File: config.mk
export PLATFORM = sky130hd
export DESIGN_NAME = balance_ledger
export DESIGN_NICKNAME = d
export VERILOG_FILES = /design/src/rtl/balance_ledger.sv
export SDC_FILE = /design/constraint.sdc
export NUM_CORES = 1
export LEC_CHECK = 0
export ABC_AREA = 1
export BUFFER_PORTS_ARGS = -buffer_cell sky130_fd_sc_hd__buf_2
export CAP_MARGIN = 20
export CORE_MARGIN = 3
export CORE_UTILIZATION = 25
export CTS_CLUSTER_SIZE = 12
export DETAILED_ROUTE_END_ITERATION = 16
export PLACE_DENSITY = 0.4
export SLEW_MARGIN = 25
export SYNTH_ARGS = -nofsm -noshare
export SYNTH_HDL_FRONTEND = slang
export SYNTH_SLANG_ARGS = --single-unit
File: constraint.sdc
create_clock -name clk -period 4.2 [get_ports clk]
set_input_delay 0.42 -clock clk [delete_from_list [all_inputs] [get_ports clk]]
set_output_delay 0.42 -clock clk [all_outputs]
set_load 0.03 [all_outputs]
File: src/rtl/balance_ledger.sv
// rtl/balance_ledger.sv - single-request deposit/withdraw ledger with overflow, funds and optional withdrawal-limit checks
// Optional feature: define LEDGER_WDRAW_LIMIT_EN to enable the cumulative withdrawal limit.
module balance_ledger #(
  parameter logic [31:0] MAX_BALANCE  = 32'd99999999,
  parameter logic [31:0] INIT_BALANCE = 32'd0,
  parameter logic [31:0] WDRAW_LIMIT  = 32'd1000
) (
  input  logic        clk,
  input  logic        rst,
  input  logic        req_valid,
  output logic        req_ready,
  input  logic        req_op,
  input  logic [31:0] req_amount,
  output logic        resp_valid,
  output logic [1:0]  resp_status,
  output logic [31:0] balance,
  output logic        busy
);

  typedef enum logic [2:0] {S_IDLE, S_CHECK, S_COMMIT, S_REJECT, S_RESP} state_t;

  localparam logic [1:0] ST_OK    = 2'b00;
  localparam logic [1:0] ST_FUNDS = 2'b01;
  localparam logic [1:0] ST_OVF   = 2'b10;
  localparam logic [1:0] ST_LIMIT = 2'b11;

  state_t      state_q, state_d;
  logic        check_phase_q;
  logic        op_q;
  logic [31:0] amt_q;
  logic [31:0] cand_q, cand_d;
  logic [1:0]  status_q, status_d;
  logic [32:0] sum33;
  logic [32:0] wsum33;
  logic [31:0] wdraw_base;

`ifdef LEDGER_WDRAW_LIMIT_EN
  localparam bit LIMIT_EN = 1'b1;
  logic [31:0] withdrawn_total;
  assign wdraw_base = withdrawn_total;
`else
  localparam bit LIMIT_EN = 1'b0;
  assign wdraw_base = '0;
`endif

  assign sum33  = {1'b0, balance} + {1'b0, amt_q};
  assign wsum33 = {1'b0, wdraw_base} + {1'b0, amt_q};

  // Funds shortfall outranks the withdrawal limit.
  always_comb begin
    status_d = ST_OK;
    cand_d   = op_q ? (balance - amt_q) : sum33[31:0];
    if (!op_q) begin
      if (sum33 > {1'b0, MAX_BALANCE}) status_d = ST_OVF;
    end else if (amt_q > balance) begin
      status_d = ST_FUNDS;
    end else if (LIMIT_EN && (wsum33 > {1'b0, WDRAW_LIMIT})) begin
      status_d = ST_LIMIT;
    end
  end

  // CHECK spends two cycles: first registers candidate/status, second branches on them.
  always_comb begin
    state_d = state_q;
    case (state_q)
      S_IDLE:   if (req_valid) state_d = S_CHECK;
      S_CHECK:  if (check_phase_q) state_d = (status_q == ST_OK) ? S_COMMIT : S_REJECT;
      S_COMMIT: state_d = S_RESP;
      S_REJECT: state_d = S_RESP;
      S_RESP:   state_d = S_IDLE;
      default:  state_d = S_IDLE;
    endcase
  end

  always_ff @(posedge clk or posedge rst) begin
    if (rst) begin
      state_q       <= S_IDLE;
      check_phase_q <= 1'b0;
      op_q          <= 1'b0;
      amt_q         <= '0;
      cand_q        <= '0;
      status_q      <= ST_OK;
      resp_status   <= ST_OK;
      balance       <= INIT_BALANCE;
`ifdef LEDGER_WDRAW_LIMIT_EN
      withdrawn_total <= '0;
`endif
    end else begin
      state_q <= state_d;
      case (state_q)
        S_IDLE: begin
          check_phase_q <= 1'b0;
          if (req_valid) begin
            op_q  <= req_op;
            amt_q <= req_amount;
          end
        end
        S_CHECK: begin
          check_phase_q <= 1'b1;
          if (!check_phase_q) begin
            cand_q   <= cand_d;
            status_q <= status_d;
          end
        end
        S_COMMIT: begin
          balance     <= cand_q;
          resp_status <= status_q;
`ifdef LEDGER_WDRAW_LIMIT_EN
          if (op_q) withdrawn_total <= wsum33[32] ? 32'hFFFF_FFFF : wsum33[31:0];
`endif
        end
        S_REJECT: resp_status <= status_q;
        default: ;
      endcase
    end
  end

  assign req_ready  = (state_q == S_IDLE) && !rst;
  assign resp_valid = (state_q == S_RESP);
  assign busy       = (state_q != S_IDLE);

endmodule

==> results of run 1 <==
synth_stat cells, drive strengths merged (3+ instances only):
cell	count	share of area, %
a21o	6	0.51
a21oi	116	7.0
buf	12	1.1
clkbuf	24	1.0
clkinv	6	0.25
dfrtp	105	30
ha	64	9.0
inv	243	10
mux2	6	0.76
nand2	370	16
nand3	71	4.2
nand4	15	1.1
nor2	156	7.3
nor3	14	0.85
nor4	3	0.21
o211ai	15	1.3
o21ai	108	6.1
o21bai	8	0.68
o22ai	5	0.35
xor2	12	1.2
routing by layer:
| layer | vias to the layer above | wire length (um) | global-route usage, % |
|---|---|---|---|
| met4 | 0 | 464 | 4.36 |
| met2 | 154 | 14500 | 27.7 |
| met1 | 4018 | 16400 | 24.9 |
| met3 | 18 | 1180 | 2.29 |
| li1 | 4426 | - | - |
| met5 | - | 0 | 0 |
what timing repair did:
item | 4_1_cts | 5_1_grt
hold buffers | 1 | 0
hold endpoints to repair | 9 | 0
endpoints found under the setup margin | 0 | 0
flip-flops by register name, summed over array words and instances, names as in the netlist:
register,count
check_phase_q,1
cand_q,32
balance,32
amt_q,32
state_q,3
resp_status,2
op_q,1
status_q,2
through the flow:
| stage | utilization, % | hold slack [ns] |
|---|---|---|
| final | 28.7 | 0.282 |
| after global routing | 28.7 | 0.272 |
| after CTS | 28.7 | 0.255 |
| after detailed placement | 27.8 | 0.338 |
| after global placement | 27.8 | 0.336 |
| after floorplan | - | 0.445 |
cells by family (layout without fill, tap and decap cells):
| logic type | count (synthesis) | in the layout | share of synthesized area [%] |
|---|---|---|---|
| AO/OA/AOI/OAI | 264 | 264 | 16.4 |
| XOR/XNOR | 13 | 13 | 1.28 |
| adder cells (fa/ha/maj) | 66 | 66 | 9.48 |
| buffers and inverters | 285 | 344 | 12.7 |
| flip-flops | 105 | 105 | 29.6 |
| multiplexers | 6 | 6 | 0.762 |
| AND/OR/NAND/NOR | 631 | 631 | 29.7 |
worst max-delay path: stages, from the launching register on:
cell	delay, ns
dfrtp_1	0.41
ha_1	0.50
inv_2	0.10
a21oi_1	0.37
o21ai_0	0.26
a21oi_2	0.20
nand3_1	0.12
nand2_1	0.07
nand2_1	0.08
nor2_1	0.10
nand2_1	0.10
nor2_2	0.20
nand4_1	0.11
nand2_1	0.07
inv_1	0.04
nand2_1	0.05
nand2_1	0.04
worst paths after layout:
kind,startpoint,to,slack [ns],depth (start not counted)
max,balance[21]$_DFFE_PP0P_,status_q[1]$_DFFE_PP0P_,1.28,16
min,req_amount[0],amt_q[0]$_DFFE_PP0P_,0.28,2
max reg2reg,balance[21]$_DFFE_PP0P_,status_q[1]$_DFFE_PP0P_,1.28,16
min reg2reg,resp_status[1]$_DFFE_PP0P_,resp_status[1]$_DFFE_PP0P_,0.48,2
max in group asynchronous,rst,balance[19]$_DFFE_PP0P_,2.83,4
min in group asynchronous,rst,cand_q[2]$_DFFE_PP0P_,0.48,3
final cells by class:
class	instances	area share [%]
clock inverters	4	0.514
inverters	249	9.38
clock buffers	12	2.57
multi-input cells	980	51.4
well taps	455	5.70
flip-flops and latches	105	26.3
repair buffers	79	4.16
==> results.sh, run 1 <==
export IMPL_first_pass_iters=5
export IMPL_cts_resized_gates=0
export IMPL_fill_cells=3941
export IMPL_nets=1526
export IMPL_io_buffer_count=72
export IMPL_grt_usage_pct=17.4
export IMPL_detail_route_vias_per_cell=4.57
export IMPL_hold_viol=0
export IMPL_cts_tree="yes"
export IMPL_layout_worst_path_cycle_share_pct=69.6
export IMPL_initial_core_util_pct=25.5
export IMPL_final_min_clock_period_ns=2.92
export IMPL_mostFrequentLayoutCells="nand2_1, inv_1, nor2_1"
export IMPL_startpoint_type="flop"
export IMPL_critPathKind="reg -> reg"
export IMPL_dp_slack_ns=1.26
export IMPL_cts_max_level=3
export IMPL_layout_setup_ws_ns=1.28
export IMPL_routed_wl_um=32500
export IMPL_final_area_um2=9990
export IMPL_hp_class="in -> reg"
export IMPL_antenna_cells=0
export IMPL_grt_max_degree=60
export IMPL_synth_edf_count=0
export IMPL_crit_path_end_kind="flop"
export IMPL_place_congestion=0.924
export IMPL_die_h_um=194
export IMPL_layout_commonest_cell="nand2_1"
export IMPL_final_layout_size_suffix_gt1_share_pct=11.6
export IMPL_required_ns=4.48
export IMPL_rsz0062_at_grt="false"
export IMPL_ant_nets=0
export IMPL_ys_ff_latch=105
export IMPL_antenna_found_initial=0
export IMPL_worstPathArrival_ns=3.20
export IMPL_cts_made_buffers=9
export IMPL_status="completed"
export IMPL_grt_pass1_vias=8596
export IMPL_area_growth_pct=12.6
export IMPL_syn_area_um2=8870
export IMPL_rows=68
export IMPL_multi_input_area_um2=5130
export IMPL_io_pin_count=73
export IMPL_clkLatencyLatePin_ns=0.38
export IMPL_maxCapViolations=0
export IMPL_synth_flop_cell="dfrtp_1"
export IMPL_slew_violations=0
export IMPL_drc_errors=0
export IMPL_grt_ovfl_total=0
export IMPL_post_cts_setup_buffer_count=0
export IMPL_seqCellArea_um2=2630
export IMPL_wl_per_cell_um=17.3
export IMPL_place_area_um2=9670
export IMPL_cts_root_buf="clkbuf_16"
export IMPL_ys_seq_area_share_pct=29.6
export IMPL_vias=8616
export IMPL_core_um2=34800
export IMPL_grt_pass1_wl_um=51100
export IMPL_tightest_slew_ns=0.798
export IMPL_setup_viol=0
export IMPL_skew_ns=0.0115
export IMPL_die_width_um=194
export IMPL_synth_cell_type_count=39
export IMPL_place_inst=1867
export IMPL_yosysWarnings=0
export IMPL_syn_area_per_cell_um2=6.47
export IMPL_slew_headroom_pct=46.6
export IMPL_first_iter_violations=518
export IMPL_cp_max_fo=9
export IMPL_clk_pin_slew_worst_paths_ns=0.07
export IMPL_die_area_um2=37800
export IMPL_async_flop_share_pct=100
export IMPL_synth_cells=1370
export IMPL_final_cells=1884
export IMPL_clock_sinks=105
export IMPL_clock_fmax_mhz=342
export IMPL_dp_hpwl_um=26300
export IMPL_tns_ns=0
export IMPL_cts_max_path_buffers=2
export IMPL_syn_num_nets=1472
Power of run 1 is left out: the tool's default activity adds up to more than one toggle a clock period on the data nets, which glitch-free logic cannot reach.
==> inputs of run 2 (changes only) <==
==> constraint.sdc (replaced) <==
create_clock -name clk -period 2.85 [get_ports clk]
set_input_delay 0.285 -clock clk [delete_from_list [all_inputs] [get_ports clk]]
set_output_delay 0.285 -clock clk [all_outputs]
set_load 0.03 [all_outputs]
==> results.sh, run 2 (synthesized netlist as in run 1, its figures left out) <==
export IMPL_initial_core_util_pct=25.5
export IMPL_top_usage_layer="met2"
export IMPL_rows=68
export IMPL_antenna_cells=0
export IMPL_place_area_um2=10100
export IMPL_rr_endpoint="status_q[1]$_DFFE_PP0P_"
export IMPL_multi_input_area_um2=5240
export IMPL_grtUsageMet1_pct=25.1
export IMPL_grt_usage_pct=17.5
export IMPL_clock_sinks=105
export IMPL_place_congestion=0.952
export IMPL_wl_per_cell_um=16.8
export IMPL_clock_fmax_mhz=365
export IMPL_io_pin_count=73
export IMPL_final_min_clock_period_ns=2.74
export IMPL_slew_headroom_pct=56.2
export IMPL_cts_root_buf="clkbuf_16"
export IMPL_rr_startpoint="amt_q[15]$_DFFE_PP0P_"
export IMPL_cts_max_level=3
export IMPL_crit_path_end_kind="flop"
export IMPL_skew_ns=0.0114
export IMPL_top_regs="amt_q (32), balance (32), cand_q (32)"
export IMPL_dp_hpwl_um=26500
export IMPL_first_pass_iters=5
export IMPL_place_inst=1922
export IMPL_final_layout_size_suffix_gt1_share_pct=16.7
export IMPL_cts_max_path_buffers=2
export IMPL_first_iter_violations=540
export IMPL_vias=8851
export IMPL_mostFrequentLayoutCells="nand2_1, inv_1, nor2_1"
export IMPL_cts_made_buffers=9
export IMPL_core_um2=34800
export IMPL_maxCapViolations=0
export IMPL_layout_commonest_cell="nand2_1"
export IMPL_startpoint="amt_q[15]$_DFFE_PP0P_"
export IMPL_status="completed"
export IMPL_routed_wl_um=32600
export IMPL_rrSetupSlack_ns=0.11
export IMPL_die_width_um=194
export IMPL_tightest_slew_ns=0.654
export IMPL_rsz0062_at_grt="true"
export IMPL_hp_class="in -> async"
export IMPL_cp_max_fo=7
export IMPL_nets=1580
export IMPL_dp_slack_ns=0.0704
export IMPL_fill_cells=3971
export IMPL_layout_setup_ws_ns=0.110
export IMPL_hold_viol=0
export IMPL_grt_pass1_vias=8925
export IMPL_critPathKind="reg -> reg"
export IMPL_grt_ovfl_total=0
export IMPL_cts_tree="yes"
export IMPL_die_h_um=194
export IMPL_layout_worst_path_cycle_share_pct=96.1
export IMPL_grt_max_degree=106
export IMPL_grt_pass1_wl_um=51600
export IMPL_die_area_um2=37800
export IMPL_required_ns=3.13
export IMPL_rr_worst_depth=18
export IMPL_final_area_um2=10500
export IMPL_area_growth_pct=18.1
export IMPL_clkLatencyLatePin_ns=0.38
export IMPL_clk_pin_slew_worst_paths_ns=0.08
export IMPL_post_cts_setup_buffer_count=0
export IMPL_detail_route_vias_per_cell=4.57
export IMPL_antenna_found_initial=0
export IMPL_startpoint_type="flop"
export IMPL_ant_nets=0
export IMPL_worstPathArrival_ns=3.02
export IMPL_drc_errors=0
export IMPL_seqCellArea_um2=2630
export IMPL_final_cells=1938
export IMPL_setup_viol=0
export IMPL_gr_usage_met3_pct=3.33
export IMPL_slew_violations=0
export IMPL_grt_use_met2_pct=27.7
export IMPL_io_buffer_count=72
## run 2: cell count changes in the layout (fill, tap and decap cells not counted), sizes merged
cell	change
clkinv	+4
buf	+55
dlygate4sd3	-1
inv	-1
bufinv	-1
clkbuf	-2
## run 2: critical path: stages, from the launching register on
cell	delay (ns)
dfrtp_1	0.35
inv_1	0.06
ha_1	0.41
o21bai_1	0.45
inv_1	0.08
nand2_1	0.12
nand2_1	0.06
nand2_1	0.13
clkinv_1	0.11
nand3_1	0.09
nand2_1	0.14
nor2_1	0.12
nand2_1	0.11
nor2_2	0.13
nand4_1	0.09
nand2_1	0.06
inv_1	0.04
nand2_1	0.05
nand2_1	0.05
## run 2: cell type report
cell class                      instances  area share, %
Clock buffer                           10           2.19
Clock inverter                          6          0.430
Inverter                              249           8.96
Multi-Input combinational cell        980           50.0
Sequential cell                       105           25.1
Tap cell                              455           5.43
Timing Repair Buffer                  133           7.93
## run 2: worst max-delay path by stage
stage | endpoint | slack (ns)
5_1_grt | cand_q[17]$_DFFE_PP0P_ | -0.07
3_3_place_gp | status_q[1]$_DFFE_PP0P_ | -0.01
2_1_floorplan | status_q[1]$_DFFE_PP0P_ | 0.43
3_5_place_dp | status_q[1]$_DFFE_PP0P_ | 0.07
4_1_cts | status_q[1]$_DFFE_PP0P_ | 0.05
6_report | status_q[1]$_DFFE_PP0P_ | 0.11
## run 2: routing by layer
layer	part of all wire, %	vias to the layer above
met4	1.2	0
met2	45	168
met1	50	4123
met3	4.2	22
li1	-	4538
met5	0	-
## run 2: timing repair
| action | 4_1_cts | 5_1_grt |
|---|---|---|
| setup endpoints to repair | 0 | 11 |
| gates resized for setup | 0 | 31 |
| hold buffers | 0 | 0 |
## run 2: stage by stage
stage | hold WS [ns] | utilization (%) | TNS, ns
floorplan | 0.436 | - | 0
global placement | 0.458 | 29.0 | -0.0138
detailed placement | 0.463 | 29.0 | 0
CTS | 0.0843 | 29.8 | 0
global route | 0.123 | 30.1 | -0.118
finish | 0.0647 | 30.1 | 0
Power of run 2 is left out for the same reason.
